### src/rtl/mica_pkg.sv
// Shared definitions for the Mica2 instruction sequencer: state encoding
// and the control-word bit positions the sequencer acts on.
package mica_pkg;

  localparam int INSTR_W = 8;
  localparam int CTL_W   = 7;

  localparam int CTL_MEM = 0;
  localparam int CTL_WB  = 1;
  localparam int CTL_BR  = 3;
  localparam int CTL_HLT = 6;

  typedef enum logic [2:0] {
    S_IDLE   = 3'd0,
    S_FETCH  = 3'd1,
    S_DECODE = 3'd2,
    S_MEM    = 3'd3,
    S_EXEC   = 3'd4,
    S_HALT   = 3'd5
  } state_t;

endpackage

### src/rtl/mica_sequencer_if.sv
// Sequencer-facing bus bundle: instruction fetch, decode ROM, data memory
// and the datapath strobes.
interface mica_sequencer_if #(parameter int PC_W = 8);
  logic                 imem_req;
  logic [PC_W-1:0]      imem_addr;
  logic                 imem_ack;
  logic [7:0]           imem_data;
  logic [3:0]           op;
  logic [6:0]           ctl;
  logic                 dmem_req;
  logic                 dmem_ack;
  logic                 flag_z;
  logic [6:0]           ctl_q;
  logic [3:0]           operand;
  logic                 ex_stb;
  logic                 wb_stb;
  logic                 halted;

  modport master (
    output imem_req, imem_addr, op, dmem_req, ctl_q, operand, ex_stb, wb_stb, halted,
    input  imem_ack, imem_data, ctl, dmem_ack, flag_z
  );

  modport slave (
    input  imem_req, imem_addr, op, dmem_req, ctl_q, operand, ex_stb, wb_stb, halted,
    output imem_ack, imem_data, ctl, dmem_ack, flag_z
  );
endinterface

### src/rtl/mica_pc.sv
// Program counter: reset value, modulo increment, and a page-local load
// that replaces only the low nibble.
module mica_pc #(
  parameter int              PC_W     = 8,
  parameter logic [PC_W-1:0] RESET_PC = 8'h00
) (
  input  logic            clk,
  input  logic            rst,
  input  logic            inc,
  input  logic            load,
  input  logic [3:0]      load_lo,
  output logic [PC_W-1:0] pc
);

  always_ff @(posedge clk) begin
    if (rst)       pc <= RESET_PC;
    else if (load) pc <= {pc[PC_W-1:4], load_lo};
    else if (inc)  pc <= PC_W'(pc + 1'b1);
  end

endmodule

### src/rtl/mica_sequencer.sv
// Fetch/decode/execute sequencer: owns the PC, registers the instruction and
// the decode ROM's control word, and steps through MEM/EXEC/HALT.
module mica_sequencer
  import mica_pkg::*;
#(
  parameter int              PC_W     = 8,
  parameter logic [PC_W-1:0] RESET_PC = 8'h00
) (
  input  logic              clk,
  input  logic              rst,
  input  logic              run,
  mica_sequencer_if.master  bus
);

  state_t               state;
  logic [INSTR_W-1:0]   ir;
  logic [CTL_W-1:0]     ctl_q;
  logic                 imem_req, dmem_req, ex_stb, wb_stb, halted;
  logic [PC_W-1:0]      pc;
  logic                 pc_inc, pc_load;

  // Halt retires in DECODE, so its PC advance happens there; everything
  // else advances (or branches) at the end of EXEC.
  assign pc_load = (state == S_EXEC) && ctl_q[CTL_BR] && bus.flag_z;
  assign pc_inc  = ((state == S_EXEC) && !pc_load) ||
                   ((state == S_DECODE) && bus.ctl[CTL_HLT]);

  mica_pc #(.PC_W(PC_W), .RESET_PC(RESET_PC)) u_pc (
    .clk     (clk),
    .rst     (rst),
    .inc     (pc_inc),
    .load    (pc_load),
    .load_lo (ir[3:0]),
    .pc      (pc)
  );

  always_ff @(posedge clk) begin
    if (rst) begin
      state    <= S_IDLE;
      ir       <= '0;
      ctl_q    <= '0;
      imem_req <= 1'b0;
      dmem_req <= 1'b0;
      ex_stb   <= 1'b0;
      wb_stb   <= 1'b0;
      halted   <= 1'b0;
    end else begin
      ex_stb <= 1'b0;
      wb_stb <= 1'b0;
      case (state)
        S_IDLE: if (run) begin
          state    <= S_FETCH;
          imem_req <= 1'b1;
        end
        S_FETCH: if (bus.imem_ack) begin
          ir       <= bus.imem_data;
          imem_req <= 1'b0;
          state    <= S_DECODE;
        end
        S_DECODE: begin
          ctl_q <= bus.ctl;
          if (bus.ctl[CTL_HLT]) begin
            state  <= S_HALT;
            halted <= 1'b1;
          end else if (bus.ctl[CTL_MEM]) begin
            state    <= S_MEM;
            dmem_req <= 1'b1;
          end else begin
            state  <= S_EXEC;
            ex_stb <= 1'b1;
            wb_stb <= bus.ctl[CTL_WB];
          end
        end
        S_MEM: if (bus.dmem_ack) begin
          dmem_req <= 1'b0;
          state    <= S_EXEC;
          ex_stb   <= 1'b1;
          wb_stb   <= ctl_q[CTL_WB];
        end
        S_EXEC: begin
          state    <= S_FETCH;
          imem_req <= 1'b1;
        end
        S_HALT: if (run) begin
          state    <= S_FETCH;
          halted   <= 1'b0;
          imem_req <= 1'b1;
        end
        default: state <= S_IDLE;
      endcase
    end
  end

  assign bus.imem_req  = imem_req;
  assign bus.imem_addr = pc;
  assign bus.op        = ir[7:4];
  assign bus.operand   = ir[3:0];
  assign bus.ctl_q     = ctl_q;
  assign bus.dmem_req  = dmem_req;
  assign bus.ex_stb    = ex_stb;
  assign bus.wb_stb    = wb_stb;
  assign bus.halted    = halted;

endmodule

### src/flat_wrapper.sv
// flat-port wrapper written by rule: the top's interface ports become plain ports
module mica_sequencer_flat import mica_pkg::*;
#(
  parameter int              PC_W     = 8,
  parameter logic [PC_W-1:0] RESET_PC = 8'h00
)
  (clk, rst, run, bus_imem_req, bus_imem_addr, bus_op, bus_dmem_req, bus_ctl_q, bus_operand, bus_ex_stb, bus_wb_stb, bus_halted, bus_imem_ack, bus_imem_data, bus_ctl, bus_dmem_ack, bus_flag_z);
  mica_sequencer_if #(.PC_W(PC_W)) bus_i ();
  input  logic clk;
  input  logic rst;
  input  logic run;
  output wire logic [$bits(bus_i.imem_req)-1:0] bus_imem_req;
  output wire logic [$bits(bus_i.imem_addr)-1:0] bus_imem_addr;
  output wire logic [$bits(bus_i.op)-1:0] bus_op;
  output wire logic [$bits(bus_i.dmem_req)-1:0] bus_dmem_req;
  output wire logic [$bits(bus_i.ctl_q)-1:0] bus_ctl_q;
  output wire logic [$bits(bus_i.operand)-1:0] bus_operand;
  output wire logic [$bits(bus_i.ex_stb)-1:0] bus_ex_stb;
  output wire logic [$bits(bus_i.wb_stb)-1:0] bus_wb_stb;
  output wire logic [$bits(bus_i.halted)-1:0] bus_halted;
  input wire logic [$bits(bus_i.imem_ack)-1:0] bus_imem_ack;
  input wire logic [$bits(bus_i.imem_data)-1:0] bus_imem_data;
  input wire logic [$bits(bus_i.ctl)-1:0] bus_ctl;
  input wire logic [$bits(bus_i.dmem_ack)-1:0] bus_dmem_ack;
  input wire logic [$bits(bus_i.flag_z)-1:0] bus_flag_z;
  assign bus_imem_req = bus_i.imem_req;
  assign bus_imem_addr = bus_i.imem_addr;
  assign bus_op = bus_i.op;
  assign bus_dmem_req = bus_i.dmem_req;
  assign bus_ctl_q = bus_i.ctl_q;
  assign bus_operand = bus_i.operand;
  assign bus_ex_stb = bus_i.ex_stb;
  assign bus_wb_stb = bus_i.wb_stb;
  assign bus_halted = bus_i.halted;
  assign bus_i.imem_ack = bus_imem_ack;
  assign bus_i.imem_data = bus_imem_data;
  assign bus_i.ctl = bus_ctl;
  assign bus_i.dmem_ack = bus_dmem_ack;
  assign bus_i.flag_z = bus_flag_z;
  mica_sequencer #(.PC_W(PC_W), .RESET_PC(RESET_PC)) u_core (.clk(clk), .rst(rst), .run(run), .bus(bus_i));
endmodule
### config.mk
export PLATFORM = sky130hd
export DESIGN_NAME = mica_sequencer_flat
export DESIGN_NICKNAME = d
export VERILOG_FILES = /design/src/rtl/mica_pkg.sv /design/src/rtl/mica_sequencer_if.sv /design/src/rtl/mica_pc.sv /design/src/rtl/mica_sequencer.sv /design/src/flat_wrapper.sv
export SDC_FILE = /design/constraint.sdc
export NUM_CORES = 1
export LEC_CHECK = 0
export BUFFER_PORTS_ARGS = -buffer_cell sky130_fd_sc_hd__buf_2
export CAP_MARGIN = 10
export CORE_MARGIN = 1
export CORE_UTILIZATION = 35
export CTS_CLUSTER_DIAMETER = 100
export DETAILED_ROUTE_END_ITERATION = 6
export PLACE_DENSITY = 0.69
export SLEW_MARGIN = 15
export SYNTH_ARGS = -nofsm -noshare
export SYNTH_HDL_FRONTEND = slang
export SYNTH_SLANG_ARGS = --single-unit
export TNS_END_PERCENT = 5
### constraint.sdc
create_clock -name clk -period 2.35 [get_ports clk]
set_input_delay 0.1175 -clock clk [delete_from_list [all_inputs] [get_ports clk]]
set_output_delay 0.1175 -clock clk [all_outputs]
set_load 0.01 [all_outputs]
After elaboration in Yosys (flattened, before gate mapping)
Cells that the tools add are included.

$add $sub $neg: 1. Equality and inequality tests: 12. Mux-type cells: 26. Bitwise logic cells: 1. Reduce and logical (&&, ||, !) cells: 18.

Operators with widths (number): 3-bit two-way mux (5); 3-bit one-hot mux with 5 select lines (1); 1-bit two-way mux (13); 2-bit != test (second input constant) (6); 3-bit AND reduction (3); 8-bit by 1-bit adder with 8-bit output (second input constant) (1); 4-bit two-way mux (2); 1-bit one-hot mux with 2 select lines (4); 3-bit by 2-bit equality test with 1-bit output (second input constant) (2); 3-bit equality test (second input constant) (2); 2-bit nonzero test (3); 1-bit logical AND (4); 2-bit AND reduction (2); 4-bit AND reduction (1); 3-bit by 1-bit equality test with 1-bit output (second input constant) (1); 3-bit logical NOT (1); 1-bit one-hot mux with 3 select lines (1); 3-bit nonzero test (1); 2-bit by 1-bit != test with 1-bit output (second input constant) (1); 2-bit OR reduction (1); 1-bit logical NOT (1); 1-bit logical OR (1); 1-bit NOT (1).

Register bits: 31. Input port bits: 21. Output and inout port bits: 28. Word-level logic and storage cells: 68.

Depth between registers and ports, before layout
Word-level depth: 8. Mapped depth: 6. Gate-level depth less buffers: 5.

By module
From an unflattened synthesis, not the netlist that was laid out.

Cell total of the unflattened synthesis: 158. Area, all modules: 1366.3 sq um.

Modules (own cells, without submodules): mica_sequencer (times used 1, cells an instance 116, area each 980.9 sq um, seq. area each 460.4 sq um); mica_pc (times used 1, cells an instance 42, area each 385.4 sq um, seq. area each 160.2 sq um).

Worst setup path before layout
OpenSTA, ideal clock, no wires.

Kind: register to register. Start point: register u_core.ctl_q[3], in the netlist u_core.bus.ctl_q[3]. End point: register u_core.u_pc.pc[7]. Library setup time: 0.070 ns. Arrival time: 1.376 ns. Required time: 2.280 ns. Slack: 0.903 ns. Cell stages (with the launch flop): 6. Path buffers: 0. Period minus slack after synthesis: 1.447 ns. Path through: dfxtp_1 and2_1 o21ai_2 nand3_2 or4_1 a21oi_1.

Cells in the longest elaborated chain, start to end: 6. Elaborated cells between the ends (all ways): 7. Those cells by class: bitwise (1); reduce/logical (6).

RTL lines: from (decl) (RTL line mica_sequencer.sv:17) `logic [CTL_W-1:0] ctl_q;`; from (signal assigned) (RTL line mica_sequencer.sv:61) `ctl_q <= bus.ctl;`; 1-bit logical AND * (2 in series) (RTL line mica_sequencer.sv:24) `assign pc_load = (state == S_EXEC) && ctl_q[CTL_BR] && bus.flag_z;`; 1-bit logical NOT (RTL line mica_sequencer.sv:25) `assign pc_inc = ((state == S_EXEC) && !pc_load) ||`; 1-bit logical AND (RTL line mica_sequencer.sv:25); 1-bit logical OR (RTL line mica_sequencer.sv:25); 2-bit AND reduction (no source line) *; to (signal assigned) (RTL line mica_pc.sv:17) `else if (load) pc <= {pc[PC_W-1:4], load_lo};`; to (signal assigned) (RTL line mica_pc.sv:18) `else if (inc) pc <= PC_W'(pc + 1'b1);`; to (decl) (RTL line mica_pc.sv:12) `output logic [PC_W-1:0] pc`.

Mark *: on every way between the ends. The rest lies on a longest branch, timed or not. A chain may end at the register's enable or synchronous reset.

Worst setup path in the final report
Start point: register u_core.state[2]. End point: register u_core.u_pc.pc[7].

Cells in the longest elaborated chain, start to end: 7. Elaborated cells between the ends (all ways): 10. Those cells by class: eq/ne (2); bitwise (1); reduce/logical (7).

RTL lines: from (decl) (RTL line mica_sequencer.sv:15) `state_t state;`; from (signal assigned) (RTL line mica_sequencer.sv:39) `state <= S_IDLE;`; from (signal assigned) (RTL line mica_sequencer.sv:52) `state <= S_FETCH;`; from (signal assigned) (RTL line mica_sequencer.sv:58) `state <= S_DECODE;`; 3-bit equality test (RTL line mica_sequencer.sv:24, mica_sequencer.sv:25); 1-bit logical AND (2 in series) (RTL line mica_sequencer.sv:24); 1-bit logical NOT (RTL line mica_sequencer.sv:25); 1-bit logical AND (RTL line mica_sequencer.sv:25); 1-bit logical OR (RTL line mica_sequencer.sv:25); 2-bit AND reduction (no source line) *.

Marked as above.

==> results.tsv <==
metric	value	unit
initial antenna violation count	0	
Max Freq	582	MHz
H-tree levels	2	
Worst Path Max Fanout	12	
area leader, netlist	dfxtp_1	
Post-synth EDFFs	0	
Area Growth Syn to Fin	25.3	%
Logic pwr share	0.233	
top post-synthesis cells by area	dfxtp_1, a21oi_1, nand2_1	
GR Layer Usage met2	0.249	
Required @ worst endpoint	2.56	ns
family with the most delay on the worst path	simple AND/OR/NAND/NOR gates	
CTS Buf Count	5	
Final Hold Vio Count	0	
ys flop type	dfxtp_1	
post-synth top area share	0.446	
root buf cell	clkbuf_8	
Crit Path Class	reg2reg	
largest net degree at the start of global routing	34	
Core Box Area	3740	sq um
per-cell routed wire length	11.3	microns
number of iterations in the first detailed-routing pass	4	
Setup TNS Final	0	ns
sequential area share after synthesis	0.446	
CP max stage delay	0.58	ns
Finished Cell Area	1740	sq um
Worst EP arrival	1.93	ns
share of cells above drive strength 1	0.276	
gpl congestion	0.799	
CTS clk-pin slew, worst paths	0.06	ns
die width	65.0	microns
CTS sink cnt	31	
CP Capture Type	flip-flop	
Commonest cells post-synth	dfxtp_1, nand2_1, a21oi_1, o21ai_0, nor2_1	
worst-skew pair later-pin latency	0.28	ns
Residual DRC	0	
met1 GRT Util	0.189	
clk buf depth	2	
Int Pwr	0.000947	W
n_diodes	0	
post-synthesis net count	196	
Slew @ Worst Pin	0.573	ns
sw frac	0.316	
Post-DRT Antenna Nets	0	
relative slew slack	0.618	
part of the power in registers	0.468	
IO Pins	49	
Synth warnings	0	
Nets	243	
gr ovfl total	0	
I/O Buffers	48	
max cap viols	0	
Mean Syn Cell Area	7.99	sq um
Cell Area, Synth	1390	sq um
CTS tree	yes	
Leak	0.754	nW
Power Dens Cells	795	nW/um^2
unrepaired setup endpoints after global routing	no	
Final setup violation count	0	
DRT iter0 DRCs	63	
GR peak layer	met2	
row count	22	
Final Cycle Share	0.731	
post-DR vias/cell	4.94	
Pins Over Slew Limit	0	
vias in the first global route	1152	
first-pass GRT wire length	5080	microns
dpl hpwl	2190	microns
starting density of the core	0.371	
routed via count	1329	
met3 Track Usage GR	0.0528	
Total GRT Usage	0.157	
WP buf/inv	0	
fin crit period	1.72	ns
post-CTS setup buffers	0	
status	completed	
detailed-route wire length	3040	microns
# resized after CTS	0	
clock network power share	0.299	
Final Util	0.465	
Max Clock Skew	0.00652	ns
worst-path cell chain	nand2b_4 > o21ai_2 > nand3_2 > or4_1 > a21oi_1	
Syn Inst Count	174	
net switching power	0.000438	W
die area	4230	sq um
Max IR drop VDD	0.384	mV
Die Ht	65.0	microns
Hold Path Class	in2reg	
CP startpoint kind	flip-flop	
Cell variety after synth	35	
slowest stage cell, crit path	dfxtp_1	
# hold bufs at CTS	0	
Post-synth ARST share	0	
placed cell areas	1650	sq um
number of synthesized register bits	31	
[power by group through the flow]
stage	Combinational (W)	Clock, W	Sequential, W
after global placement	0.000321	0	0.000659
final	0.000323	0.000414	0.000648
after global routing	0.000361	0.000452	0.000659
after detailed placement	0.000325	0	0.000659
after CTS	0.000326	0.000424	0.000648
after floorplan	0.000241	0	0.000647
[worst register-to-register path, stage by stage (launching register included)]
cell,delay [ns]
dfxtp_1,0.58
nand2b_4,0.12
o21ai_2,0.16
nand3_2,0.13
or4_1,0.52
a21oi_1,0.15
[cell type report]
class | count | area [sq um]
clock inverter | 1 | 5.00
clock buffer | 6 | 82.6
timing repair buffer | 49 | 248
inverter | 2 | 7.51
sequential | 31 | 621
multi-input combinational | 132 | 718
fill | 398 | 2000
tap | 48 | 60.1
[state kept, by name (all words and copies together) (netlist names)]
name and cells:
u_core.ir 8, u_core.u_pc.pc 8, u_core.bus.ctl_q 7, u_core.state 3, u_core.bus.dmem_req 1, u_core.bus.ex_stb 1, u_core.bus.halted 1, u_core.bus.imem_req 1
u_core.bus.wb_stb 1
[cell families (layout without fill, tap and decap cells)]
kind of cell	count (synthesis)	after routing	share of synthesized area
adder cells (fa/ha/maj)	1	1	0.00900
XOR/XNOR	2	2	0.0126
flip-flops	31	31	0.446
AND/OR/NAND/NOR	76	76	0.276
multiplexers	4	4	0.0288
AO/OA/AOI/OAI	49	49	0.190
buffers and inverters	11	58	0.0369
[stage by stage]
step | setup WS [ns] | cells | power, W | hold WS (ns)
3_5_place_dp | 0.638 | 262 | 0.000984 | 0.366
6_report | 0.633 | 269 | 0.00139 | 0.0716
2_1_floorplan | 0.903 | 174 | 0.000888 | 0.253
4_1_cts | 0.634 | 269 | 0.00140 | 0.0668
3_3_place_gp | 0.685 | 262 | 0.000980 | 0.360
5_1_grt | 0.479 | 269 | 0.00147 | 0.0772
[cells in the final DEF (no fill, tap or decap), types with 2 or more instances in the layout]
master / n
a21oi_1: 29
or3_1: 3
nor2_1: 10
nand3_1: 5
mux2i_1: 4
buf_2: 48
clkbuf_8: 6
nor2b_1: 4
o21ai_0: 12
nor3_1: 9
inv_1: 2
nand2b_1: 3
nand2_1: 31
dfxtp_1: 31
xor2_1: 2
or4_1: 2
[final timing paths]
path | cells past startpoint | startpoint | slack [ns] | to
setup / recovery | 5 | u_core.state[2]$_SDFFE_PP0P_ | 0.63 | u_core.u_pc.pc[7]$_SDFFE_PP0P_
setup reg to reg | 5 | u_core.state[2]$_SDFFE_PP0P_ | 0.63 | u_core.u_pc.pc[7]$_SDFFE_PP0P_
hold / removal | 3 | bus_imem_data[5] | 0.07 | u_core.ir[5]$_SDFFE_PP0P_
hold reg to reg | 2 | u_core.ir[7]$_SDFFE_PP0P_ | 0.46 | u_core.ir[7]$_SDFFE_PP0P_
[layer usage]
metal,wire length (microns),vias up
li1,-,698
met1,1440,601
met2,1410,26
met3,140,4
met4,53,0
met5,0,-
(Power assumes the default switching activity.)
